===== config.mk =====
export PLATFORM = sky130hd
export DESIGN_NAME = flap_event_gen
export DESIGN_NICKNAME = d
export VERILOG_FILES = /design/src/rtl/flap_event_gen.sv
export SDC_FILE = /design/constraint.sdc
export NUM_CORES = 1
export LEC_CHECK = 0
export BUFFER_PORTS_ARGS = -buffer_cell sky130_fd_sc_hd__buf_2
export CORE_ASPECT_RATIO = 1.4
export CORE_MARGIN = 2
export CORE_UTILIZATION = 43
export DETAILED_ROUTE_END_ITERATION = 6
export SYNTH_ARGS = -nofsm -noshare
export SYNTH_HDL_FRONTEND = slang
export SYNTH_SLANG_ARGS = --single-unit

===== constraint.sdc =====
create_clock -name clk -period 3.3 [get_ports clk]
set_input_delay 0.165 -clock clk [delete_from_list [all_inputs] [get_ports clk]]
set_output_delay 0.165 -clock clk [all_outputs]
set_load 0.01 [all_outputs]

===== src/rtl/flap_event_gen.sv =====
`default_nettype none
// ============================================================================
//  Module   : flap_event_gen
//  Purpose  : Debounces the synchronized player button level and produces
//             clean press / release pulses, a held level, optional
//             hold-to-repeat presses and a saturating press counter.
//  Revision : 1.0 - initial release
// ============================================================================
module flap_event_gen #(
  parameter int DEBOUNCE_CYCLES = 16,
  parameter int REPEAT_EN       = 1,
  parameter int REPEAT_DELAY    = 64,
  parameter int REPEAT_RATE     = 16
) (
  input  logic       clk,
  input  logic       reset,
  input  logic       level,
  input  logic       enable,
  input  logic       clear_count,
  output logic       press,
  output logic       release_pulse,
  output logic       held,
  output logic [7:0] press_count
);

  // Counter widths only need to reach (parameter - 1).
  localparam int C_DW   = (DEBOUNCE_CYCLES > 1) ? $clog2(DEBOUNCE_CYCLES) : 1;
  localparam int C_RMAX = (REPEAT_DELAY > REPEAT_RATE) ? REPEAT_DELAY : REPEAT_RATE;
  localparam int C_RW   = (C_RMAX > 1) ? $clog2(C_RMAX) : 1;

  localparam logic [C_DW-1:0] C_DLAST   = C_DW'(DEBOUNCE_CYCLES - 1);
  localparam logic [C_DW-1:0] C_DONE    = C_DW'(1);
  localparam logic [C_RW-1:0] C_RDLAST  = C_RW'(REPEAT_DELAY - 1);
  localparam logic [C_RW-1:0] C_RRLAST  = C_RW'(REPEAT_RATE - 1);
  localparam logic [7:0]      C_CNT_MAX = 8'd255;

  typedef enum logic [2:0] {
    S_IDLE        = 3'd0,
    S_DEB_PRESS   = 3'd1,
    S_HELD        = 3'd2,
    S_REPEAT      = 3'd3,
    S_DEB_RELEASE = 3'd4
  } state_t;

  state_t          r_state,   w_state_nxt;
  logic [C_DW-1:0] r_dcnt,    w_dcnt_nxt;
  logic [C_RW-1:0] r_rcnt,    w_rcnt_nxt;
  logic            r_press,   w_press_nxt;
  logic            r_release, w_release_nxt;
  logic            r_held,    w_held_nxt;
  logic [7:0]      r_press_count;

  // State, counters and all outputs are registered; reset acts immediately.
  always_ff @(posedge clk or negedge reset) begin
    if (!reset) begin
      r_state   <= S_IDLE;
      r_dcnt    <= '0;
      r_rcnt    <= '0;
      r_press   <= 1'b0;
      r_release <= 1'b0;
      r_held    <= 1'b0;
    end else begin
      r_state   <= w_state_nxt;
      r_dcnt    <= w_dcnt_nxt;
      r_rcnt    <= w_rcnt_nxt;
      r_press   <= w_press_nxt;
      r_release <= w_release_nxt;
      r_held    <= w_held_nxt;
    end
  end

  // Next-state, counter and pulse decode; disable forces everything idle.
  always_comb begin
    w_state_nxt   = r_state;
    w_dcnt_nxt    = r_dcnt;
    w_rcnt_nxt    = r_rcnt;
    w_press_nxt   = 1'b0;
    w_release_nxt = 1'b0;
    w_held_nxt    = r_held;

    case (r_state)
      S_IDLE: begin
        w_held_nxt = 1'b0;
        w_dcnt_nxt = '0;
        w_rcnt_nxt = '0;
        if (level) begin
          if (DEBOUNCE_CYCLES == 1) begin
            w_state_nxt = S_HELD;
            w_press_nxt = 1'b1;
            w_held_nxt  = 1'b1;
          end else begin
            w_state_nxt = S_DEB_PRESS;
            w_dcnt_nxt  = C_DONE;
          end
        end
      end

      S_DEB_PRESS: begin
        w_held_nxt = 1'b0;
        if (!level) begin
          w_state_nxt = S_IDLE;
          w_dcnt_nxt  = '0;
        end else if (r_dcnt == C_DLAST) begin
          w_state_nxt = S_HELD;
          w_press_nxt = 1'b1;
          w_held_nxt  = 1'b1;
          w_dcnt_nxt  = '0;
          w_rcnt_nxt  = '0;
        end else begin
          w_dcnt_nxt = r_dcnt + 1'b1;
        end
      end

      S_HELD, S_REPEAT: begin
        w_held_nxt = 1'b1;
        if (!level) begin
          // Single-sample debounce releases without a confirmation phase.
          if (DEBOUNCE_CYCLES == 1) begin
            w_state_nxt   = S_IDLE;
            w_release_nxt = 1'b1;
            w_held_nxt    = 1'b0;
            w_dcnt_nxt    = '0;
          end else begin
            w_state_nxt = S_DEB_RELEASE;
            w_dcnt_nxt  = C_DONE;
          end
          w_rcnt_nxt = '0;
        end else if (r_state == S_HELD) begin
          if ((REPEAT_EN != 0) && (r_rcnt == C_RDLAST)) begin
            w_state_nxt = S_REPEAT;
            w_press_nxt = 1'b1;
            w_rcnt_nxt  = '0;
          end else begin
            w_rcnt_nxt = r_rcnt + 1'b1;
          end
        end else begin
          if (r_rcnt == C_RRLAST) begin
            w_press_nxt = 1'b1;
            w_rcnt_nxt  = '0;
          end else begin
            w_rcnt_nxt = r_rcnt + 1'b1;
          end
        end
      end

      S_DEB_RELEASE: begin
        w_held_nxt = 1'b1;
        if (level) begin
          // A bounce back high restarts the repeat delay from scratch.
          w_state_nxt = S_HELD;
          w_dcnt_nxt  = '0;
          w_rcnt_nxt  = '0;
        end else if (r_dcnt == C_DLAST) begin
          w_state_nxt   = S_IDLE;
          w_release_nxt = 1'b1;
          w_held_nxt    = 1'b0;
          w_dcnt_nxt    = '0;
        end else begin
          w_dcnt_nxt = r_dcnt + 1'b1;
        end
      end

      default: begin
        w_state_nxt = S_IDLE;
        w_dcnt_nxt  = '0;
        w_rcnt_nxt  = '0;
        w_held_nxt  = 1'b0;
      end
    endcase

    if (!enable) begin
      w_state_nxt   = S_IDLE;
      w_dcnt_nxt    = '0;
      w_rcnt_nxt    = '0;
      w_press_nxt   = 1'b0;
      w_release_nxt = 1'b0;
      w_held_nxt    = 1'b0;
    end
  end

  // Saturating press counter, counted in step with the press pulse; clear wins.
  always_ff @(posedge clk or negedge reset) begin
    if (!reset) begin
      r_press_count <= 8'd0;
    end else if (clear_count) begin
      r_press_count <= 8'd0;
    end else if (w_press_nxt && (r_press_count != C_CNT_MAX)) begin
      r_press_count <= r_press_count + 8'd1;
    end
  end

  assign press         = r_press;
  assign release_pulse = r_release;
  assign held          = r_held;
  assign press_count   = r_press_count;

endmodule
`default_nettype wire


== Word-level counts from Yosys, hierarchy flattened ==
Index checks and enable logic that the tools add are counted.
Word-level totals
  bits in registers: 24
  bits of input ports: 5
  output and inout bits: 11
  word-level logic and storage cells: 76
Cells by class
  add/subtract/negate cells: 3
  equality and inequality tests: 17
  multiplexer cells: 43
  reductions and logical operators: 6
Operators by type and width (count)
  6-bit two-way mux: 8
  3-bit two-way mux: 9
  4-bit two-way mux: 5
  6-bit case mux with 3 select lines: 1
  8-bit two-way mux: 2
  4-bit != test (second input constant): 4
  4-bit case mux with 4 select lines: 1
  3-bit != test (second input constant): 5
  1-bit two-way mux: 14
  3-bit case mux with 4 select lines: 1
  8-bit by 1-bit adder with 8-bit output (second input constant): 1
  8-bit != test (second input constant): 1
  6-bit by 1-bit adder with 6-bit output (second input constant): 1
  3-bit by 2-bit == test with 1-bit output (second input constant): 2
  6-bit by 4-bit == test with 1-bit output (second input constant): 1
  6-bit == test (second input constant): 1
  5-bit AND reduction: 1
  4-bit by 1-bit adder with 4-bit output (second input constant): 1
  4-bit == test (second input constant): 1
  3-bit by 1-bit == test with 1-bit output (second input constant): 1
  3-bit == test (second input constant): 1
  3-bit zero test: 1
  1-bit case mux with 3 select lines: 1
  3-bit AND reduction: 1
  4 further kinds: 4

== Depth between registers and ports, before layout ==
Gate-level depths: netlist (run 1).
  depth in word-level cells: 9
  depth in mapped cells: 7
  mapped depth without buffers: 6

== Worst setup path after synthesis (run 1) ==
No wires, ideal clock.
  path kind: flip-flop to flip-flop
  start: reg r_press_count[0], in the netlist press_count[0]
  end: reg r_press_count[4], in the netlist press_count[4]
  setup time: 127 ps
  arrival: 1924 ps
  required time: 3173 ps
  setup slack: 1249 ps
  stages on the path, launching flop included: 7
  buffers on the path: 0
  period minus slack after synthesis: 2051 ps
  cell sequence: dfrtp_1 -> ha_1 -> and4_1 -> a2111oi_2 -> a21boi_4 -> nand4_1 -> mux2_1
Between the ends
  longest elaborated chain between the ends: 3
  elaborated cells between the ends (all ways): 6
  classes of those cells: add/sub: 1; eq/ne: 1; mux: 2; reduce/logical: 2
RTL lines
  start: declaration: line 51  | logic [7:0] r_press_count;
  start signal: assignment: line 188  | r_press_count <= r_press_count + 8'd1;
  8-bit by 1-bit adder with 8-bit output or 8-bit != test (tied branches): line 188, 187
  8-bit two-way mux or 1-bit logical AND (tied branches): line 187  | end else if (w_press_nxt && (r_press_count != C_CNT_MAX)) begin
  8-bit two-way mux or 2-bit nonzero test (tied branches)
Several ways; a longest one is shown, not always the timed one. The select of a mux whose other input is x is not followed.
A chain may end at the register's enable or synchronous reset.

== Worst setup path after layout (run 1) ==
  start: reg r_press_count[0], in the netlist press_count[0]
  end: reg r_press_count[6], in the netlist press_count[6]
Same word-level chain as after synthesis.

==> results.md, run 1 <==
- The final weighted congestion in routability-driven placement is ~0.74.
- The fraction of layout instances using a drive strength above 1 is a little over a fifth.
- The number of violations reported at the end of detailed-routing iteration 0 is 43.
- The largest area contributor in the synthesized netlist is dfrtp_1.
- By count the netlist is led by 24 x dfrtp_1, 15 x nor2_1, 13 x o21ai_0.
- The starting density of the core is between 40 and 50%.
- The clock net sink count is 24.
- Setup total negative slack on the finished layout was measured at 0 ns.
- The post-layout net count is 176.
- The number of global-route vias before repair came to 1,154.
- The layout filler cell count is 321.
- The total area inside the core boundary comes to roughly 3200 um2.
- The peak ir drop on the vdd network is between 0.2 and 0.25 mV.
- Summed over all cells, the static leakage comes to between 0.7 and 0.8 nW.
- The repair_antennas step left the layout with diodes totalling 0.
- For this block, the routed nets add up to around 3 mm of wire.
- For the worst-skew pair, the clock arrives at the later sink with an insertion delay of 0.27 ns.
- The count of input and output buffers is 15.
- The CTS tree is yes.
- Counting I/O delays and the setup requirement, the final critical path takes about 2.2 ns.
- Entering global routing, the biggest net connects 25 pins.
- The part of the Yosys area used for sequential elements is about 42%.
- The number of buffers inserted to repair setup after CTS is 0.
- The fraction of registers with async set/reset is 100.0%.
- The detailed-route vias per instance is between 5 and 6.
- In the global route stage, overall resource usage came out at a little under a fifth.
- The synthesized instance count is 153.
- After synthesis, the largest area contributor takes up between 40% and 50% of total cell area.
- The root buffer cell chosen for the clock tree is clkbuf_8.
- In this run the core area contains 24 standard-cell rows.
- The clock passes through at most 2 buffers.
- The kind of start point of the critical path is a flop.
- Clock skew on the completed layout was measured at between 0.004 and 0.005 ns.
- Summed over all nets, the switching power comes to around 0.00012 W.
- The initial antenna violation count came to 0.
- After detailed routing, the average wire length per cell comes to 14.41 um.
- Summing all placed instances gives a cell area of 1520 um2.
- Counting every net in the synthesized netlist gives about 160.
- From synthesis to final layout, the design area changed by 10.95%.
- The worst-case headroom to the max-slew limit is a little under two thirds.
- The first-pass iteration count of the detailed router is 4.
- Across the run, the number of max-cap violations was 0.
- The class of the most critical setup path is flop to flop.
- A synthesized cell averages roughly 9.3 um2.
- The cell area after layout is ~1600 um2.
- The register-to-register path setup slack is about 1.1 ns.
- In the routed design, unresolved DRC markers number 0.
- The die covers 3807 um2.
- The total overflow left after global routing is 0.
- The data required time at the worst endpoint is around 3.5 ns.
- The arrival time at the worst endpoint is approximately 2.4 ns.
- The detailed-route via count is 1,185.
- The synthesized area is around 1400 um2.
- Synthesis inferred 24 register bits.
- The cell-internal power is about 0.00042 W.
- The worst setup path is captured at a flop.
- The die width is roughly 53 um.
- The y dimension of the die is around 72 um.
- At the pin with the least slew margin, the transition time is 0.5463 ns.
- Setup repair after global routing left no endpoint under its margin.
- Along the worst path, the maximum fanout reaches 8.
- The detail route stage leaves a number of antenna-violating nets equal to 0.
- After clock tree synthesis, the clock-pin slew on the worst setup and hold paths is approximately 0.080 ns.
- Of the total power, the share spent switching nets is between 20% and 30%.
- The dominant register cell in the synthesized netlist is dfrtp_1.
- For this design the top-level I/O count stands at 16.
- The level count of the clock H-tree is 1.
- The most repeated cell in the gate-level netlist after synthesis is dfrtp_1.
- The clock network is responsible for 37.1% of the overall power.
- The power density of the placed cells is 338.9 nW/um2.
- The part of the power in registers is around 56%.
- The number of hold-slack violations in the final timing report was 0.
- In this run the worst hold path is classified as input port to flop.
- The run finished with clean final reports.
- Setup violations remaining at the end of the flow were counted as 0.
- The estimated wirelength of the detail-placed design is approximately 2.2 mm.
- The final critical-path share of the clock period is 66.69%.
- For this run, the number of Yosys warnings is 0.
- The global-route wire length before repair is between 5 and 6 mm.
- The number of synthesized flops with an enable pin is 0.
- In this run, distinct cell masters in the synthesized netlist total 54.
- The part of the total power dissipated in combinational logic is 6.9%.
- The total clock buffers created by CTS is 3.
- After synthesis, the cell types taking the most area are dfrtp_1 42%, o21ai_0 4.6%, nor2_1 3.9%, a21oi_1 3.2%, ha_1 2.6%.
- The number of pins with negative max-slew slack in the final report is 0.
- The highest clock frequency the design can meet is 0.4544 GHz.
## registers in the layout, summed over array words and instances (netlist names)
register	flops
held	1
press	1
press_count	8
r_dcnt	4
r_rcnt	6
r_state	3
release_pulse	1
## cells in the final DEF, fill, tap and decap left out, drive strengths merged, types with 2 or more instances in the layout
master,instances
nand4,3
and3,5
or3,3
clkbuf,4
nor2,16
a31oi,4
dfrtp,24
and2,2
a21oi,10
ha,3
nor2b,5
o211ai,2
nand2b,5
nor3b,2
buf,15
and3b,2
o21ai,13
xnor2,2
nand3,5
mux2,4
nand2,11
inv,6
a2111oi,2
## layer usage
metal / part of all wire (%) / vias up / track usage (%)
met5: 0 / - / 0
met4: 1.7 / 0 / 6.838
met3: 2.9 / 4 / 1.852
met2: 52 / 28 / 33.47
met1: 43 / 576 / 21.84
li1: - / 577 / -
## final timing paths
kind | end | startpoint | depth (start not counted)
max | press_count[6] | press_count[0] | 6
min | press_count[7] | clear_count | 2
max in group asynchronous | r_dcnt[3] | reset | 2
max reg2reg | press_count[6] | press_count[0] | 6
min reg2reg | r_rcnt[2] | r_rcnt[2] | 1
min in group asynchronous | press_count[3] | reset | 2
## area by class of cell
cell class,instances,area [um2],share of cell area [%]
multi-input cells,117,773.2,48.78
inverters,6,22.52,1.421
repair buffers,16,85.08,5.367
flip-flops and latches,24,600.6,37.88
well taps,39,48.80,3.078
clock buffers,4,55.05,3.473
## power groups by stage
stage	registers, W	logic, W	clock network (W)
floorplan	0.000303	0.0000266	0
global placement	0.000306	0.0000363	0
detailed placement	0.000307	0.0000371	0
CTS	0.000301	0.0000383	0.000207
global route	0.000301	0.0000433	0.000222
finish	0.000301	0.0000372	0.000199
## critical path, stage by stage, from the launching register on
cell,delay (ns)
dfrtp_1,0.45
ha_1,0.29
and4_1,0.23
a2111oi_2,0.30
a21boi_4,0.34
nand4_1,0.15
mux2_1,0.32
## stage by stage
stage | total power [W] | worst slack [ns] | utilization (%) | std cells | hold slack [ns]
finish | 0.0005372 | 1.099 | 50.28 | 206 | 0.1829
global route | 0.0005660 | 0.9578 | 50.28 | 206 | 0.1892
CTS | 0.0005456 | 1.063 | 50.28 | 206 | 0.1854
detailed placement | 0.0003437 | 1.077 | 48.21 | 201 | 0.1975
global placement | 0.0003425 | 1.161 | 48.21 | 201 | 0.1895
floorplan | 0.0003299 | 1.249 | - | 153 | -0.1306
## cell families after synthesis
group           after synthesis  share of synthesized area, %
flops                        24                         42.03
compound gates               40                         19.44
mux                           5                         3.853
fa+ha+maj                     3                         2.627
xor+xnor                      2                         1.226
simple gates                 67                         26.97
buf+inv                      12                         3.853
## what timing repair did
item,4_1_cts,5_1_grt
endpoints found under the hold margin,24,0
gates resized for setup,0,0
hold buffers,1,0
Note: power is estimated with default switching activity, not from simulation.
==> run 2, diff against run 1 <==
- ABC_AREA: default -> 1
- clock period: 3.3 -> 1.9 ns (I/O delays scaled with it)
==> run 2 against run 1 <==
Design area increased by 1.7%. Setup slack got worse by 0.88 ns. Hold slack got worse by 0.045 ns. Largest power group unchanged. Largest cell class unchanged. First-iteration DRC count decreased by 58%. Core utilization increased by 0.87 points. Final cell count increased by 21%. Non-clock buffer count unchanged. Die area about the same. Register-to-register slack got worse by 0.88 ns.
==> results.md, run 2 <==
- Across all register-to-register paths, the minimum setup slack is roughly 0.22 ns.
- The number of hold-slack violations in the final timing report is 0.
- The post-synthesis net count is a little under 200.
- The register cell area after layout is approximately 600 um2.
- For the worst setup path, the data arrival time is roughly 1.9 ns.
- The clock net in this run drives a total of 24 sinks.
- The power density of the placed cells is 801.7 nW/um2.
- The number of buffers inserted to repair setup after CTS is 0.
- The maximum number of pins on one net before global-route repair is 25.
- The largest area contributor in the synthesized netlist is dfrtp_1.
- The launch instance of the worst register-to-register path is r_dcnt[0].
- In this run the cell area of the synthesized design comes to 1428 um2.
- The die is just over 70 um tall.
- Signal routing reaches up to met4.
- Setup repair after global routing left no endpoint under its margin.
- The capture endpoint of the worst hold path is held.
- Clock-pin slew was measured on the worst setup and hold paths at 0.09 ns.
- TritonCTS built the clock tree.
- Yosys mapped a number of flops with a built-in enable equal to 0.
- The final weighted congestion in routability-driven placement is ~0.85.
- The worst min-delay path startpoint is enable.
- For this design the static power due to leakage is between 0.8 and 0.9 nW.
- The total negative slack is 0 ns.
- The worst-case headroom to the max-slew limit is ~63%.
- Among cell families on the critical path, the largest total delay comes from flip-flops.
- The largest single stage delay on the critical path is ~0.40 ns.
- The post-place instance area is 1548 um2.
- The flow ran to the end, and the final reports show no timing, DRC or antenna violations.
- The highest clock frequency the design can meet is 0.5941 GHz.
- The clock period could shrink to around 1.7 ns.
- In this run the remaining antenna-violating nets after routing total 0.
- In this run the number of H-tree levels came out at 1.
- In this run the worst path has a maximum fanout of 8.
- Across the VDD grid, the largest voltage drop is about 0.46 mV.
- In this run the clock root is driven by a clkbuf_8.
- The signal on the critical path passes through ha_1 > nand2_1 > inv_1 > nand2_2 > nand2_1 > inv_1 > o21ai_4 > clkinv_2 > o21ai_0 > inv_1.
- After synthesis, the mean cell area works out to around 7.5 um2.
- Using the TritonRoute via totals, the vias-per-cell ratio works out to slightly above 5.
- The first global-routing pass estimated roughly 5.4 mm of wire.
- Leaving out fill and tap cells, the most frequent cell in the layout is nand2_1.
- The class of the most critical setup path is flop to flop.
- The most repeated cell in the gate-level netlist after synthesis is nand2_1.
- The tool flagged a number of max-cap violations equal to 0.
- The part of the Yosys area used for sequential elements is a little over two fifths.
- The routed wire length per instance is 12.45 um.
- After floorplanning, the core was sized to cover roughly 3200 um2.
- Yosys printed 0 warnings.
- STA classifies the critical path startpoint as a flop.
- The most frequent cell on the critical path is inv_1.
- The area overhead of the layout relative to synthesis is 12.97%.
- The post-layout net count is between 200 and 250.
- The first detailed-routing pass took 6 iterations.
- After routing the design area is roughly 1600 um2.
- The number of failing setup endpoints in the final timing report is 0.
- The count of input and output buffers is 15.
- The number of flip-flops and latches in the synthesized netlist is 24.
- The register with the most flip-flops in the layout has 8 of them.
- The die width is 52.70 um.
- The synthesized instance count is 191.
- Cells fill ~51% of the core in the end.
- The layout filler cell count is 332.
- Gates resized during post-CTS repair numbered 0.
- The buffer and inverter count on the worst path is 4.
- The number of global-route vias before repair is 1,287.
- The sum of overflow across all layers after global routing is 0.
- Detailed routing placed a total of around 54 um of wire on met3.
- Buffers inserted during clock tree synthesis total 3.
- The fraction of layout instances using a drive strength above 1 is between 10% and 20%.
- For this configuration, the core starts out at a cell density of a little under half.
- For the worst setup path, the data required time is between 2 and 2.5 ns.
- The netlist uses 28 different library cells.
- The worst hold margin is between 0.1 and 0.15 ns.
- The number of buffers inserted for hold repair after clock tree synthesis is 1.
- The die outline area is 3803 um2.
- The total routed wirelength is about 3.1 mm.
- The initialized floorplan defines 24 standard-cell rows.
- The initial antenna violation count is 0.
- The number of pins with negative max-slew slack in the final report is 0.
- Global routing used a little under a fifth of the available tracks.
- The post-route DRC violation count is 0.
- The routed layout has 1,266 vias.
- The worst hold path class is input port to flop.
- In the layout the commonest cells are 47 x nand2_1, 25 x inv_1, 24 x dfrtp_1.
- The depth of the worst register-to-register path is 10.
- STA classifies the critical path endpoint as a flop.
- The cell depth of the worst min-delay path is 3.
- In the synthesized netlist the dominant register cell turns out to be dfrtp_1.
- The number of antenna diodes in the final layout is 0.
- The maximum root-to-sink buffer count is 2.
- In this run the critical register-to-register path is captured at r_rcnt[0].
- The largest individual stage delay along the critical path comes from the cell dfrtp_1.
- The fraction of registers with async set/reset is 100.0%.
- The number of violations reported at the end of detailed-routing iteration 0 is 18.
- The met1 routed wirelength after detailed routing is roughly 1.3 mm.
- The total length of routed met2 wires is around 1.7 mm.
- The portion of synthesized cell area occupied by the leading cell type is 42.07%.
- During I/O placement, the number of pins put on the boundary was 16.
- At the later pin of the worst-skew pair, clock insertion delay measures roughly 0.27 ns.
- The worst path uses 88.60% of the clock period.
- Sorting the synthesized cells by area gives the leading types as dfrtp_1 42%, nand2_1 12%, nand3_1 7.0%, inv_1 6.6%, nor2_1 5.3%.
- At the pin with the least slew margin, the transition time is around 0.55 ns.
- In the final layout, the multi-input gates occupy roughly 700 um2.
- After legalization and detailed placement, the total HPWL measured around 2.5 mm.
- In the synthesized netlist, the cells that appear most often are 47 x nand2_1, 25 x inv_1, 24 x dfrtp_1.
- For the final database, setup skew stands at 0.006052 ns.
- The post-place setup slack is approximately 0.25 ns.
- After layout, the worst setup slack is 0.2167 ns.
==> run 2: changes by cell type in the layout (fill, tap and decap cells not counted), moves of 4 or more <==
cell / delta
a31oi_1: -4
inv_1: +19
nand2_1: +37
nand2_2: +4
nand2b_1: -5
nand3_1: +16
nor2_1: +5
nor2b_1: -5
xor2_1: +4
==> run 2: worst max-delay path by stage <==
stage               from   endpoint  depth (start not counted)
2_1_floorplan  r_dcnt[0]  r_rcnt[0]                         10
3_3_place_gp   r_dcnt[0]  r_rcnt[0]                         10
3_5_place_dp   r_dcnt[0]  r_rcnt[0]                         10
4_1_cts        r_dcnt[0]  r_rcnt[0]                         10
5_1_grt        r_dcnt[0]  r_rcnt[0]                         10
6_report       r_dcnt[0]  r_rcnt[0]                         10
==> run 2: layer usage <==
layer / vias to the layer above / track usage (%)
li1: 654 / -
met1: 585 / 20.27
met2: 18 / 36.11
met3: 9 / 2.675
met4: 0 / 8.262
met5: - / 0
==> run 2: cell families (layout without fill, tap and decap cells) <==
| logic type | Yosys count | in the layout | share of synthesized area, % |
|---|---|---|---|
| flops | 24 | 24 | 42.07 |
| compound gates | 26 | 26 | 10.87 |
| simple gates | 102 | 102 | 33.13 |
| fa+ha+maj | 3 | 3 | 2.630 |
| buf+inv | 31 | 50 | 8.237 |
| xor+xnor | 5 | 5 | 3.067 |
==> run 2: final cells by class <==
| type | count | area share, % |
|---|---|---|
| tap | 39 | 3.026 |
| inverter | 30 | 7.060 |
| clock buffer | 4 | 3.413 |
| sequential | 24 | 37.24 |
| multi-input combinational | 136 | 43.99 |
| timing repair buffer | 16 | 5.275 |
==> run 2: stage by stage <==
step | total power (W) | instances
floorplan | 0.0008579 | 191
global placement | 0.0009467 | 244
detailed placement | 0.0009541 | 244
CTS | 0.001316 | 249
global route | 0.001385 | 249
finish | 0.001293 | 249
==> run 2: where the power goes <==
| group | switching, W | internal [W] |
|---|---|---|
| Clock | 0.000165 | 0.000185 |
| Sequential | 0.0000458 | 0.000557 |
| Combinational | 0.000224 | 0.000116 |
==> run 2: worst min-delay path: stages <==
cell and delay (ns):
buf_2 0.15, nand2_1 0.08, inv_1 0.04
==> run 3, diff against run 2 <==
- clock period: 1.9 -> 1.95 ns (I/O delays scaled with it)
==> run 3 against run 2 <==
Register-to-register slack improved by 0.08 ns. Hold slack improved by 0.0049 ns. Setup slack improved by 0.080 ns. Clock skew decreased by 0.0016 ns. Critical endpoint unchanged.
==> results.md, run 3 (same netlist as run 2, synthesis figures left out) <==
- The number of gates resized after CTS was 0.
- The number of buffers inserted to repair setup after CTS is 0.
- The die width is 52.70 um.
- The HPWL after detailed placement is 2.440 mm.
- Leaving out fill and tap cells, the most frequent cell in the layout is nand2_1.
- The post-place setup slack is between 0.2 and 0.3 ns.
- During placement, the flow inserted port buffers numbering 15.
- The peak ir drop on the vdd network is roughly 0.49 mV.
- The overall power consumption is 0.001259 W.
- In the final layout, the share of cells above drive strength 1 is roughly 16%.
- For the pin with the worst max-slew slack, the measured transition is about 0.56 ns.
- The critical path endpoint category is a flop.
- The antenna diode instance count is 0.
- The number of pins with negative max-slew slack in the final report came to 0.
- In this run the number of H-tree levels came out at 1.
- Measured along the y axis, the die boundary spans a little over 70 um.
- In this run the clock root is driven by a clkbuf_8.
- The number of primary I/O pins is 16.
- The power density of the placed cells is roughly 780 nW/um2.
- The number of violations reported at the end of detailed-routing iteration 0 is 16.
- The top cell types in the final layout, fill and taps aside, are 47 x nand2_1, 25 x inv_1, 24 x dfrtp_1.
- The post-place instance area is about 1500 um2.
- Derived from the worst setup path, the maximum achievable clock frequency is roughly 0.60 GHz.
- The run finished with clean final reports.
- Leaving out filler cells and counting taps, the final layout contains 249.
- The total of max-cap violations is 0.
- In this run the register-to-register setup slack is around 0.3 ns.
- The total clock buffers created by CTS is 3.
- The register with the most flip-flops in the layout has 8 of them.
- The antenna violation net count after detailed routing is 0.
- The number of failing setup endpoints in the final timing report is 0.
- In the post-route analysis, the smallest setup slack over all paths is slightly below 0.3 ns.
- In the routed design, unresolved DRC markers number 0.
- The total negative slack is 0 ns.
- The worst path uses 84.77% of the clock period.
- The number of hold buffers added after CTS was 1.
- The first global-routing pass estimated ~5.4 mm of wire.
- The initial antenna violation count is 0.
- The post-layout net count is ~220.
- The maximum root-to-sink buffer count is 2.
- Clock tree synthesis found a total of 24 sinks.
- After clock tree synthesis, the clock-pin slew on the worst setup and hold paths is ~0.09 ns.
- The first detailed-routing pass took 4 iterations.
- Row generation in the floorplan step produced 24 rows.
- Once placement completed, the tool counted placed cells totaling roughly 240.
- Setup repair after global routing left no endpoint under its margin.
- The kind of start point of the critical path is a flop.
- For the finished layout, the period the worst path requires is between 1.5 and 2 ns.
- The number of hold-slack violations in the final timing report is 0.
- The global-route total usage across every layer is roughly a fifth.
- After detailed routing, the average wire length per cell comes to 12.34 um.
- The detailed-route vias per instance is approximately 5.1.
- The die outline area is roughly 3800 um2.
- The static leakage power is between 0.8 and 0.9 nW.
- The largest clock skew in the final design is approximately 0.0044 ns.
- The sum of overflow across all layers after global routing is 0.
- The min-delay analysis places its worst path in the category input port to flop.
- TritonCTS built the clock tree.
- The data required time at the worst endpoint is around 2.1 ns.
- The maximum number of pins on one net before global-route repair is 25.
- Data on the critical path arrives at its endpoint at 1.81 ns.
- Relative to the synthesized area, the layout overhead comes to 12.97%.
- The final weighted congestion in routability-driven placement is roughly 0.85.
- In this run the standard cell core region covers roughly 3200 um2.
- The insertion delay of the later-clocked pin in the worst-skew pair is between 0.2 and 0.3 ns.
- The starting density of the core is approximately 45%.
- The number of global-route vias before repair came to between 1,000 and 1,500.
- The detailed-route via count is ~1,300.
- The class of the most critical setup path is flop to flop.
- The final layout contains routed wiring with a total length of 3.072 mm.
- Measured against its own limit, the worst slew margin works out to roughly 63%.
- After routing the design area is about 1600 um2.
- The maximum fanout along the worst path is 8.
run 3: cell counts in the layout (fill, tap and decap cells not counted):
Identical to the previous run, type by type.
run 3: through the flow:
step                      hold WS, ns  util (%)
final                          0.1429     51.15
after global routing           0.1481     51.15
after CTS                      0.1352     51.15
after detailed placement       0.1151     49.09
after global placement         0.1073     49.09
after floorplan               -0.1981         -
run 3: area by class of cell:
type	count	area, um2
clock buffer	4	55.05
fill	334	1540
inverter	30	113.9
multi-input combinational	136	709.4
sequential	24	600.6
tap	39	48.80
timing repair buffer	16	85.08
run 3: final timing paths:
check	start	cells after the start	to
max	r_dcnt[0]	10	r_rcnt[0]
min	enable	3	held
max reg2reg	r_dcnt[0]	10	r_rcnt[0]
min reg2reg	r_dcnt[1]	1	r_dcnt[1]
max in group asynchronous	reset	2	release_pulse
min in group asynchronous	reset	2	r_rcnt[2]
run 3: power by group:
| part | switching [W] | leakage [nW] | internal (W) |
|---|---|---|---|
| logic | 0.000224 | 0.496 | 0.000113 |
| clock network | 0.000155 | 0.0288 | 0.000180 |
| registers | 0.0000440 | 0.329 | 0.000543 |
run 3: per-layer routing:
layer / up-vias / GRT usage, % / part of all wire (%)
met2: 19 / 36.25 / 54
met5: - / 0 / 0
met4: 0 / 8.832 / 1.6
met1: 593 / 18.96 / 42
met3: 4 / 3.086 / 2.0
li1: 651 / - / -
run 3: critical path, cell delays in order (launching register included):
cell	delay, ns
dfrtp_1	0.39
ha_1	0.18
nand2_1	0.07
inv_1	0.10
nand2_2	0.09
nand2_1	0.07
inv_1	0.07
o21ai_4	0.24
clkinv_2	0.13
o21ai_0	0.15
inv_1	0.06
